--- src/rtl/imem_boot_pkg.sv ---
// Shared types and constants for the instruction-memory boot loader.
package imem_boot_pkg;

    typedef enum logic [2:0] {
        IDLE = 3'd0,
        LEN  = 3'd1,
        DATA = 3'd2,
        CSUM = 3'd3,
        DONE = 3'd4,
        ERR  = 3'd5
    } state_t;

    localparam int LEN_BYTES  = 4;
    localparam int WORD_BYTES = 4;

endpackage

--- src/rtl/byte_to_word_packer.sv ---
// Assembles little-endian words from a byte stream; word_ready marks the byte
// that completes a word, with word showing the finished value in that cycle.
module byte_to_word_packer (
    input  logic        clk,
    input  logic        rst_n,
    input  logic        clear,
    input  logic        byte_valid,
    input  logic [7:0]  byte_data,
    input  logic [1:0]  last_idx,
    output logic        word_ready,
    output logic [31:0] word
);

    logic [1:0]  idx;
    logic [31:0] shreg;

    // New bytes enter at the top so the first byte ends up in [7:0].
    assign word       = {byte_data, shreg[31:8]};
    assign word_ready = byte_valid && (idx == last_idx);

    always_ff @(posedge clk or negedge rst_n) begin
        if (!rst_n) begin
            idx   <= 2'd0;
            shreg <= 32'd0;
        end else if (clear) begin
            idx   <= 2'd0;
            shreg <= 32'd0;
        end else if (byte_valid) begin
            shreg <= word;
            idx   <= word_ready ? 2'd0 : idx + 2'd1;
        end
    end

endmodule

--- src/rtl/imem_boot_loader.sv ---
// Boot loader: length-prefixed UART image -> instruction memory writes.
// Optional trailing XOR checksum byte when IMEM_BOOT_CHECKSUM_EN is defined.
module imem_boot_loader
    import imem_boot_pkg::*;
#(
    parameter int          IMEM_WORDS     = 4096,
    parameter logic [31:0] BASE_ADDR      = 32'h0000_0000,
    parameter int          TIMEOUT_CYCLES = 1_000_000,
    parameter int          CNT_WIDTH      = 20
) (
    input  logic        sys_clk,
    input  logic        sys_rst_n,
    input  logic        load_start,
    input  logic        rx_valid,
    input  logic [7:0]  rx_data,
    output logic        wen,
    output logic [31:0] w_addr,
    output logic [31:0] w_data,
    output logic        cpu_hold,
    output logic        load_done,
    output logic        load_err,
    output logic [31:0] word_count,
    output state_t      fsm_state
);

    // Handshake: rx_valid qualifies rx_data for exactly one cycle; there is no
    // back-pressure, and a byte coinciding with load_start is dropped.

    state_t                 state, next_state;
    logic [31:0]            len;
    logic [CNT_WIDTH-1:0]   tcnt;
    logic                   active, byte_valid, word_ready, timeout, last_word;
    logic [31:0]            word;
    logic [1:0]             last_idx;
`ifdef IMEM_BOOT_CHECKSUM_EN
    logic [7:0]             csum;
`endif

    assign active     = (state == LEN) || (state == DATA) || (state == CSUM);
    assign byte_valid = rx_valid && !load_start && ((state == LEN) || (state == DATA));
    assign timeout    = active && !rx_valid && (tcnt == CNT_WIDTH'(TIMEOUT_CYCLES - 1));
    assign last_word  = wen && (word_count == len);
    assign last_idx   = (state == LEN) ? 2'(LEN_BYTES - 1) : 2'(WORD_BYTES - 1);

    byte_to_word_packer u_packer (
        .clk        (sys_clk),
        .rst_n      (sys_rst_n),
        .clear      (load_start),
        .byte_valid (byte_valid),
        .byte_data  (rx_data),
        .last_idx   (last_idx),
        .word_ready (word_ready),
        .word       (word)
    );

    always_ff @(posedge sys_clk or negedge sys_rst_n) begin
        if (!sys_rst_n) state <= IDLE;
        else            state <= next_state;
    end

    always_comb begin
        next_state = state;
        case (state)
            LEN: begin
                if (word_ready) begin
                    if (word == 32'd0)                 next_state = DONE;
                    else if (word > 32'(IMEM_WORDS))   next_state = ERR;
                    else                               next_state = DATA;
                end
            end
            // Leave DATA only after the final wen pulse has been issued.
            DATA: begin
`ifdef IMEM_BOOT_CHECKSUM_EN
                if (last_word) next_state = CSUM;
`else
                if (last_word) next_state = DONE;
`endif
            end
`ifdef IMEM_BOOT_CHECKSUM_EN
            CSUM: begin
                if (rx_valid) next_state = (rx_data == csum) ? DONE : ERR;
            end
`endif
            default: ;
        endcase
        if (timeout)    next_state = ERR;
        if (load_start) next_state = LEN;
    end

    always_ff @(posedge sys_clk or negedge sys_rst_n) begin
        if (!sys_rst_n) begin
            wen        <= 1'b0;
            w_addr     <= BASE_ADDR;
            w_data     <= 32'd0;
            word_count <= 32'd0;
            len        <= 32'd0;
            tcnt       <= '0;
`ifdef IMEM_BOOT_CHECKSUM_EN
            csum       <= 8'd0;
`endif
        end else begin
            wen <= 1'b0;
            if (load_start) begin
                word_count <= 32'd0;
                len        <= 32'd0;
                tcnt       <= '0;
`ifdef IMEM_BOOT_CHECKSUM_EN
                csum       <= 8'd0;
`endif
            end else begin
                if (!active || rx_valid) tcnt <= '0;
                else                     tcnt <= tcnt + 1'b1;
                if (state == LEN && word_ready) len <= word;
                if (state == DATA && word_ready) begin
                    wen        <= 1'b1;
                    w_data     <= word;
                    w_addr     <= BASE_ADDR + (word_count << 2);
                    word_count <= word_count + 32'd1;
                end
`ifdef IMEM_BOOT_CHECKSUM_EN
                if (state == DATA && byte_valid) csum <= csum ^ rx_data;
`endif
            end
        end
    end

    // Release the core only in DONE; a restart pulls it back into reset at once.
    assign cpu_hold  = (state != DONE) || load_start;
    assign load_done = (state == DONE);
    assign load_err  = (state == ERR);
    assign fsm_state = state;

endmodule

--- config.mk ---
export PLATFORM = sky130hd
export DESIGN_NAME = imem_boot_loader
export DESIGN_NICKNAME = d
export VERILOG_FILES = /design/src/rtl/imem_boot_pkg.sv /design/src/rtl/byte_to_word_packer.sv /design/src/rtl/imem_boot_loader.sv
export SDC_FILE = /design/constraint.sdc
export NUM_CORES = 1
export LEC_CHECK = 0
export ABC_CLOCK_PERIOD_IN_PS = 2800
export BUFFER_PORTS_ARGS = -buffer_cell sky130_fd_sc_hd__buf_4
export CORE_MARGIN = 2
export CORE_UTILIZATION = 57
export CTS_CLUSTER_SIZE = 25
export DETAILED_ROUTE_END_ITERATION = 16
export MAX_ROUTING_LAYER = met4
export PLACE_DENSITY = 0.8
export SLEW_MARGIN = 20
export SYNTH_ARGS = -nofsm -noshare
export SYNTH_HDL_FRONTEND = slang
export SYNTH_SLANG_ARGS = --single-unit
export TNS_END_PERCENT = 100
--- constraint.sdc ---
create_clock -name sys_clk -period 2.8 [get_ports sys_clk]
set_clock_uncertainty 0.15 [all_clocks]
set_input_delay 0.56 -clock sys_clk [delete_from_list [all_inputs] [get_ports sys_clk]]
set_output_delay 0.56 -clock sys_clk [all_outputs]
set_load 0.02 [all_outputs]
==> impl_metrics.json, run 1 <==
{
  "cts.repair.resized": 0,
  "timing.fmax_mhz": 386,
  "multi_input_area_sq_um": 3270,
  "rsz0062_at_grt": "no",
  "grt_max_degree": 84,
  "ys.flop_type": "dfrtp_1",
  "antenna_left": 0,
  "postPlaceCellArea_sq_um": 8980,
  "synthDistinctLibCells": 40,
  "hold_viol": 0,
  "relSlewSlack_pct": 40.5,
  "dr_wl_met2_um": 9620,
  "combinationalPowerShare_pct": 3.5,
  "critical_path_class": "register to output pin",
  "leakage_nw": 4.76,
  "io_buffers": 112,
  "worstSetupStartpoint": "fsm_state[0]",
  "p_sw_w": 0.00107,
  "synth_fa_ha_area_share_pct": 0.476,
  "worst_slack_ns": 0.210,
  "outcome": "finished clean",
  "clk_latency_ns": 0.43,
  "arrival_ns": 1.88,
  "vias": 6583,
  "n_antenna_cell": 0,
  "grt_antenna_before_repair": 0,
  "r2r_slack_ns": 0.39,
  "yosysTopAreaCell": "dfrtp_1",
  "dieArea_sq_um": 14800,
  "htree_levels": 4,
  "synth_xor_area_share_pct": 7.66,
  "fin_crit_sh_pct": 92.5,
  "r2r_start": "word_count[12]",
  "internal_power_w": 0.00400,
  "stdcell_area_sq_um": 9560,
  "drv_cap": 0,
  "fin_crit_ns": 2.59,
  "rr_worst_depth": 6,
  "dr.pass1.iters": 5,
  "hold_class": "input port to register",
  "synth-simple-area-share_pct": 27.1,
  "worst-slew-pin-transition_ns": 0.892,
  "cts_root_buf": "clkbuf_16",
  "grt_usage_pct": 30.1,
  "setup_tns_ns": 0,
  "finalWirelength_um": 19900,
  "cp-end-kind": "output pin",
  "coreArea_sq_um": 13400,
  "start_kind": "register",
  "grt_pass1_vias": 6381,
  "hold-worst-slack_ns": 0.210,
  "syn2layout_area_growth_pct": 21.2,
  "post-dp-hpwl_um": 13600,
  "cts_tree": "built",
  "cts_buffers": 17,
  "synth-compound-area-share_pct": 5.34,
  "yosysMostFrequentCell": "nand2_1",
  "postCtsSetupRepairBufs": 0,
  "synth_edf_count": 0,
  "rows": 42,
  "grt.overflow.total": 0,
  "min_path_cells": 3,
  "min_from": "rx_data[0]",
  "top_layer_used": "met4",
  "vdd_drop_max_mv": 0.387,
  "chipHeight_um": 122,
  "clkPwrFrac_pct": 45.6,
  "clk_path_buf_depth": 2,
  "synth.top_cells.by_count": "330 x nand2_1, 176 x dfrtp_1, 65 x a21oi_1, 53 x nor2_1, 42 x clkbuf_1",
  "viasPerCell": 5.61,
  "num-fill-cells": 1046,
  "place.gp.congestion": 0.941,
  "synth.area.mux_share_pct": 0.761,
  "ys_ff_latch": 176,
  "ys_warn_count": 0,
  "synthArstFlopShare_pct": 100,
  "worstPathMaxFanout": 8,
  "synth_area_sq_um": 7890,
  "m1WireLength_um": 8560,
  "slew_viol_final": 0,
  "die_x_um": 122,
  "critPathRequiredTime_ns": 2.09,
  "synth.area.top_cells": "dfrtp_1 56%, nand2_1 16%, a21oi_1 4.1%",
  "synth_top_area_share_pct": 55.8,
  "start_util_pct": 58.9,
  "p_sw_share_pct": 21.2,
  "nets": 1003,
  "fin_total_pwr_w": 0.00507,
  "grt_pass1_wl_um": 33300,
  "setup_violations": 0,
  "clk_pin_slew_ns": 0.06,
  "clock_sinks": 176,
  "power.density_nw_per_um2": 530,
  "avgSynthCellArea_sq_um": 8.98,
  "layout-drive-gt1-share_pct": 17.5,
  "dr_wl_met3_um": 1310,
  "dp_slack_ns": 0.449,
  "synthCells": 878,
  "hold_end": "w_data[24]",
  "seqPwrFrac_pct": 50.9,
  "r2r-end": "fsm_state[0]",
  "drc_errors": 0,
  "ys_seq_area_share_pct": 55.8,
  "seqCellArea_sq_um": 4400,
  "ios": 115,
  "drtIter0Drc": 596,
  "synth_top_family_by_area": "simple AND/OR/NAND/NOR gates",
  "wire_per_inst_um": 17.0
}
[what timing repair did]
item	in CTS	in global routing
endpoints found under the hold margin	48	0
hold buffers	1	0
endpoints found under the setup margin	0	0
[flip-flops by register name (all words and copies together) (netlist names)]
register / cells
fsm_state: 3
w_data: 32
u_packer.shreg: 24
len: 32
u_packer.idx: 2
w_addr: 30
tcnt: 20
word_count: 32
wen: 1
[placed cells by master, fill, tap and decap left out, drive strengths merged, types with 2 or more instances in the layout]
cell type / instances
mux2i: 6
dfrtp: 176
and4: 6
xor2: 33
or4: 2
clkbuf: 23
inv: 5
clkinv: 3
and3b: 3
and2: 4
conb: 2
or3: 7
nor3b: 2
and3: 10
nand3: 26
a21oi: 65
nor3: 6
bufinv: 2
xnor2: 36
nor2: 53
nand4: 18
nor4: 13
o31ai: 3
nand3b: 2
nand2: 331
ha: 3
o21ai: 10
nand2b: 2
buf: 138
[power groups by stage]
stage	sequential, W	clock (W)	combinational [W]
floorplan	0.00262	0	0.0000762
global placement	0.00263	0	0.000176
detailed placement	0.00263	0	0.000177
CTS	0.00258	0.00234	0.000180
global route	0.00258	0.00246	0.000202
finish	0.00258	0.00231	0.000177
[worst max-delay path by stage]
stage,end,slack [ns],depth (start not counted)
2_1_floorplan,word_count[31],0.64,7
3_3_place_gp,word_count[31],0.50,7
3_5_place_dp,word_count[31],0.45,7
4_1_cts,cpu_hold,0.21,3
5_1_grt,cpu_hold,0.17,3
6_report,cpu_hold,0.21,3
[cells by family (layout without fill, tap and decap cells)]
| kind of cell | Yosys count | in the layout |
|---|---|---|
| other cells | 1 | 2 |
| flops | 176 | 176 |
| simple gates | 488 | 488 |
| xor+xnor | 69 | 69 |
| compound gates | 81 | 81 |
| fa+ha+maj | 3 | 3 |
| mux | 6 | 6 |
| buf+inv | 54 | 173 |
[final cells by class]
class | instances | area share [%]
Timing Repair Buffer | 139 | 11.2
Inverter | 5 | 0.196
Multi-Input combinational cell | 649 | 34.2
Clock inverter | 6 | 0.864
Clock buffer | 23 | 5.10
Tap cell | 176 | 2.30
Sequential cell | 176 | 46.1
[through the flow]
stage | std cells | utilization [%]
after CTS | 1174 | 71.3
after floorplan | 879 | -
after global placement | 1144 | 67.0
final | 1174 | 71.3
after global routing | 1174 | 71.3
after detailed placement | 1144 | 67.0
[routing by layer]
metal | vias up | track usage, %
met5 | - | -
met4 | 0 | 10.8
met3 | 42 | 6.65
met2 | 232 | 45.6
met1 | 3231 | 40.5
li1 | 3078 | -
[critical path, cell delays in order, from the launching register on]
cell	delay, ns
dfrtp_1	0.45
buf_4	0.20
or4b_2	0.61
buf_4	0.18
Note: power is estimated with default switching activity, not from simulation.
==> run 2: changes to the inputs <==
--- a/config.mk
+++ b/config.mk
@@ -8,11 +8,14 @@
 export ABC_CLOCK_PERIOD_IN_PS = 2800
 export BUFFER_PORTS_ARGS = -buffer_cell sky130_fd_sc_hd__buf_4
 export CORE_MARGIN = 2
-export CORE_UTILIZATION = 57
+export CORE_UTILIZATION = 59
+export CTS_BUF_LIST = sky130_fd_sc_hd__clkbuf_4
 export CTS_CLUSTER_SIZE = 25
 export DETAILED_ROUTE_END_ITERATION = 16
+export GPL_TIMING_DRIVEN = 0
+export HOLD_SLACK_MARGIN = 0.03
 export MAX_ROUTING_LAYER = met4
-export PLACE_DENSITY = 0.8
+export PLACE_DENSITY = 0.82
 export SLEW_MARGIN = 20
 export SYNTH_ARGS = -nofsm -noshare
 export SYNTH_HDL_FRONTEND = slang
==> run 2 against run 1 <==
Against the previous run:
- non-clock buffer count up 31
- utilization down 0.18 points
- worst hold slack worse by 0.14 ns
- die area fell by 3.3%
- sequential share of layout area grew 1.0 points
- first-iteration DRC count fell by 14%
- fmax down 4.6%
- largest cell class unchanged
- largest power group unchanged
- power decreased by 17%
- wire length decreased by 1.5%
- setup slack lost 0.13 ns
- final area shrank 2.2%
- sequential cell count unchanged
==> impl_metrics.json, run 2 (synthesis gave the netlist of run 1 again) <==
{
  "outcome": "finished clean",
  "hold_class": "input port to register",
  "seqPwrFrac_pct": 61.5,
  "clk_path_buf_depth": 2,
  "vias": 6696,
  "combinationalPowerShare_pct": 4.4,
  "io_buffers": 112,
  "nets": 1034,
  "worst-slew-pin-transition_ns": 0.770,
  "clk_latency_ns": 0.59,
  "rsz0062_at_grt": "no",
  "wire_per_inst_um": 16.2,
  "slowest_stage": "or4b_2",
  "clk_pin_slew_ns": 0.14,
  "grt_usage_pct": 29.8,
  "final_cells": 1209,
  "arrival_ns": 2.01,
  "timing.fmax_mhz": 368,
  "fin_crit_ns": 2.72,
  "clkPwrFrac_pct": 34.0,
  "vdd_drop_max_mv": 0.334,
  "cts_root_buf": "clkbuf_4",
  "rows": 42,
  "cp-end-kind": "output pin",
  "finalWirelength_um": 19600,
  "p_sw_w": 0.00104,
  "grt_pass1_wl_um": 32100,
  "ios": 115,
  "start_util_pct": 60.0,
  "coreArea_sq_um": 13100,
  "htree_levels": 4,
  "final_cell_mix": "330 x nand2_1, 176 x dfrtp_1, 116 x buf_4",
  "internal_power_w": 0.00316,
  "start_kind": "register",
  "cts_tree": "built",
  "clock_sinks": 176,
  "relSlewSlack_pct": 48.2,
  "drv_cap": 0,
  "grt_max_degree": 101,
  "cts_buffers": 17,
  "reg_top3": "len: 32 flops, w_data: 32 flops, word_count: 32 flops",
  "path_cells": "buf_2, or4b_2, buf_4",
  "dieArea_sq_um": 14300,
  "worstPathMaxFanout": 10,
  "die_x_um": 120,
  "leakage_nw": 4.62,
  "critPathRequiredTime_ns": 2.09,
  "syn2layout_area_growth_pct": 18.5,
  "grt.overflow.total": 0,
  "setup_tns_ns": 0,
  "cpPeakStageDelay_ns": 0.61,
  "hold_viol": 0,
  "place_inst": 1168,
  "antenna_left": 0,
  "final_common_cell": "nand2_1",
  "power.density_nw_per_um2": 449,
  "grt_pass1_vias": 6345,
  "critical_path_class": "register to output pin",
  "post-dp-hpwl_um": 14000,
  "place.gp.congestion": 0.944,
  "setup_violations": 0,
  "viasPerCell": 5.54,
  "grt_antenna_before_repair": 1,
  "num-fill-cells": 1031,
  "fin_crit_sh_pct": 97.0,
  "drc_errors": 0,
  "dr.pass1.iters": 7,
  "p_sw_share_pct": 24.7,
  "chipHeight_um": 120,
  "slew_viol_final": 0,
  "layout-drive-gt1-share_pct": 15.7,
  "drtIter0Drc": 511
}
[run 2: power groups by stage]
stage	combinational, W	clock, W	sequential [W]
after floorplan	0.0000762	0	0.00262
after global placement	0.000171	0	0.00263
after detailed placement	0.000180	0	0.00263
after CTS	0.000186	0.00146	0.00258
after global routing	0.000207	0.00159	0.00258
final	0.000185	0.00143	0.00258
[run 2: worst paths after layout]
path / startpoint / endpoint / slack (ns) / cells past startpoint
setup / recovery: fsm_state[0] / cpu_hold / 0.08 / 3
hold / removal: rx_data[5] / u_packer.shreg[29] / 0.07 / 3
setup reg to reg: u_packer.idx[0] / w_data[21] / 0.31 / 7
hold reg to reg: tcnt[0] / tcnt[0] / 0.31 / 1
max in group asynchronous: sys_rst_n / tcnt[12] / 1.28 / 3
min in group asynchronous: sys_rst_n / word_count[18] / 0.36 / 2
[run 2: worst max-delay path, delay by kind of cell (launching register included)]
kind / cells / cell delay (ns)
buffers and inverters: 2 / 0.38
DFF: 1 / 0.44
and+or+nand+nor: 1 / 0.61
[run 2: repair_timing]
item,CTS,global route
gates resized for setup,0,2
setup buffers,0,2
hold endpoints to repair,80,1
setup endpoints to repair,0,33
hold buffers,5,1
[run 2: final cells by class]
class,instances,area (sq um),area share [%]
clock buffer,19,143,1.53
sequential,176,4400,47.1
clock inverter,13,139,1.49
buffer,49,201,2.15
multi-input combinational,649,3270,35.0
inverter,5,18.8,0.201
tap,176,220,2.36
antenna,1,2.50,0.0268
timing repair buffer,121,951,10.2
[run 2: per-layer routing]
metal	routed length (um)	vias to the layer above	global-route usage, %
met1	8310	3246	38.8
li1	-	3144	-
met2	9610	268	46.9
met3	1260	38	5.80
met4	453	0	11.3
met5	0	-	-
[run 2: metrics by stage]
step	instance area (sq um)	hold slack, ns	utilization (%)	setup WS [ns]	power (W)
final	9350	0.0725	71.2	0.0848	0.00420
after global routing	9350	0.0304	71.2	0.0135	0.00438
after CTS	9320	0.0331	70.9	0.0363	0.00423
after detailed placement	8990	0.297	68.4	-0.0414	0.00281
after global placement	8950	0.289	68.2	-0.0259	0.00280
after floorplan	7890	0.114	-	0.638	0.00270
==> run 3: changes to the inputs <==
--- a/config.mk
+++ b/config.mk
@@ -5,17 +5,18 @@
 export SDC_FILE = /design/constraint.sdc
 export NUM_CORES = 1
 export LEC_CHECK = 0
+export ABC_AREA = 1
 export ABC_CLOCK_PERIOD_IN_PS = 2800
 export BUFFER_PORTS_ARGS = -buffer_cell sky130_fd_sc_hd__buf_4
 export CORE_MARGIN = 2
-export CORE_UTILIZATION = 59
+export CORE_UTILIZATION = 60
 export CTS_BUF_LIST = sky130_fd_sc_hd__clkbuf_4
 export CTS_CLUSTER_SIZE = 25
 export DETAILED_ROUTE_END_ITERATION = 16
 export GPL_TIMING_DRIVEN = 0
 export HOLD_SLACK_MARGIN = 0.03
 export MAX_ROUTING_LAYER = met4
-export PLACE_DENSITY = 0.82
+export PLACE_DENSITY = 0.83
 export SLEW_MARGIN = 20
 export SYNTH_ARGS = -nofsm -noshare
 export SYNTH_HDL_FRONTEND = slang
==> run 3 against run 2 <==
Against the previous run:
- register-to-register slack got worse by 0.14 ns
- sequential power about the same
- non-clock buffer count decreased by 19
- via count increased by 21%
- wire length increased by 28%
- setup slack improved by 0.082 ns
- critical endpoint is now word_count[18]
- highest routed layer unchanged
==> impl_metrics.json, run 3 <==
{
  "synthCells": 1122,
  "critPathRequiredTime_ns": 3.16,
  "synth.area.top_cells": "dfrtp_1 51%, nand2_1 14%, inv_1 6.1%",
  "cts_root_buf": "clkbuf_4",
  "htree_levels": 4,
  "synth-compound-area-share_pct": 10.7,
  "synth.area.mux_share_pct": 0,
  "synth.top_cells.by_count": "329 x nand2_1, 176 x dfrtp_1, 140 x inv_1, 137 x nor2_1, 82 x o21ai_0",
  "start_kind": "register",
  "fin_crit_ns": 2.63,
  "final_common_cell": "nand2_1",
  "worstPathMaxFanout": 6,
  "nets": 1271,
  "place.gp.congestion": 0.944,
  "slew_viol_final": 0,
  "antenna_left": 0,
  "reg_top3": "len: 32 flops, w_data: 32 flops, word_count: 32 flops",
  "drv_cap": 0,
  "cts_tree": "built",
  "synth_edf_count": 0,
  "drtIter0Drc": 819,
  "grt_pass1_wl_um": 39100,
  "syn2layout_area_growth_pct": 16.6,
  "start_util_pct": 61.5,
  "ios": 115,
  "grt.overflow.total": 0,
  "outcome": "finished clean",
  "finalWirelength_um": 25100,
  "grt_max_degree": 72,
  "ys.flop_type": "dfrtp_1",
  "postCtsSetupRepairBufs": 0,
  "dieArea_sq_um": 15300,
  "leakage_nw": 4.74,
  "grt_usage_pct": 35.4,
  "io_buffers": 111,
  "critical_path_class": "register to register",
  "synthDistinctLibCells": 35,
  "synth-simple-area-share_pct": 27.7,
  "setup_violations": 0,
  "viasPerCell": 5.57,
  "cp-end-kind": "register",
  "postCtsHoldBufs": 1,
  "multi_input_area_sq_um": 3440,
  "worst-slew-pin-transition_ns": 0.872,
  "chipHeight_um": 124,
  "vias": 8074,
  "synth_fa_ha_area_share_pct": 0.438,
  "timing.fmax_mhz": 380,
  "relSlewSlack_pct": 41.9,
  "synth_xor_area_share_pct": 1.12,
  "num-fill-cells": 1172,
  "clk_pin_slew_ns": 0.16,
  "arrival_ns": 2.99,
  "vdd_drop_max_mv": 0.257,
  "rows": 43,
  "setup_tns_ns": 0,
  "fin_crit_sh_pct": 94.0,
  "ys_warn_count": 0,
  "ys_seq_area_share_pct": 51.4,
  "die_x_um": 124,
  "yosysMostFrequentCell": "nand2_1",
  "synth_area_sq_um": 8570,
  "clock_sinks": 176,
  "yosysTopAreaCell": "dfrtp_1",
  "hold_viol": 0,
  "power.density_nw_per_um2": 439,
  "drc_errors": 0,
  "hold_class": "input port to register",
  "cts.repair.resized": 0,
  "cts_buffers": 17,
  "seqCellArea_sq_um": 4400,
  "synthArstFlopShare_pct": 100,
  "dr.pass1.iters": 8,
  "layout-drive-gt1-share_pct": 14.0,
  "fin_total_pwr_w": 0.00439,
  "final_cell_mix": "329 x nand2_1, 176 x dfrtp_1, 140 x inv_1",
  "post-dp-hpwl_um": 18900,
  "wire_per_inst_um": 17.3,
  "coreArea_sq_um": 13900,
  "clk_path_buf_depth": 2,
  "synth_top_area_share_pct": 51.4,
  "avgSynthCellArea_sq_um": 7.64,
  "ys_ff_latch": 176,
  "synth_top_family_by_area": "simple AND/OR/NAND/NOR gates",
  "clk_latency_ns": 0.60,
  "rsz0062_at_grt": "no",
  "grt_antenna_before_repair": 1,
  "grt_pass1_vias": 7430
}
==> run 3: worst paths after layout <==
check / startpoint / to / depth (start not counted) / slack [ns]
setup / recovery: word_count[1] / word_count[18] / 10 / 0.17
hold / removal: rx_data[3] / w_data[27] / 3 / 0.07
setup reg to reg: word_count[1] / word_count[18] / 10 / 0.17
hold reg to reg: tcnt[0] / tcnt[0] / 1 / 0.33
max in group asynchronous: sys_rst_n / wen / 4 / 1.22
min in group asynchronous: sys_rst_n / w_addr[10] / 2 / 0.25
==> run 3: area by class of cell <==
cell class | count | share of cell area, %
flip-flops and latches | 176 | 44.0
multi-input cells | 763 | 34.4
repair buffers | 114 | 9.06
inverters | 147 | 5.52
well taps | 180 | 2.25
plain buffers | 37 | 1.86
clock inverters | 14 | 1.53
clock buffers | 18 | 1.35
diodes | 1 | 0.0250
==> run 3: logic make-up after synthesis <==
| family | Yosys count |
|---|---|
| other | 1 |
| XOR/XNOR | 11 |
| AND/OR/NAND/NOR | 574 |
| AO/OA/AOI/OAI | 173 |
| flip-flops | 176 |
| buffers and inverters | 184 |
| adder cells (fa/ha/maj) | 3 |
==> run 3: per-layer routing <==
layer / routed length [um] / GRT usage (%)
met1: 10700 / 48.1
met2: 11600 / 53.6
met5: 0 / -
met4: 912 / 15.5
met3: 1830 / 4.98
==> run 3: worst max-delay path, stage by stage (launching register included) <==
cell and delay, ns:
dfrtp_1 0.56, ha_1 0.23, nand3_1 0.16, inv_2 0.19
nand2_1 0.16, nor2_1 0.50, nand2_1 0.22, nor2_4 0.17
nand3_1 0.08, nand2_1 0.08, nor2_1 0.05
==> run 3: stage by stage <==
stage	instances	setup slack, ns	cell area, sq um	hold WS (ns)	util [%]
2_1_floorplan	1123	0.771	8580	0.114	-
3_3_place_gp	1414	0.0240	9640	0.304	69.2
3_5_place_dp	1416	0.293	9700	0.311	69.6
4_1_cts	1449	0.261	10000	0.0512	71.7
5_1_grt	1450	0.0338	10000	0.0457	71.8
6_report	1450	0.167	10000	0.0654	71.8
==> run 3: report_power, final <==
group	internal [W]	switching, W
Clock	0.000553	0.000947
Sequential	0.00257	0.0000200
Combinational	0.0000809	0.000217
Total	0.00320	0.00118
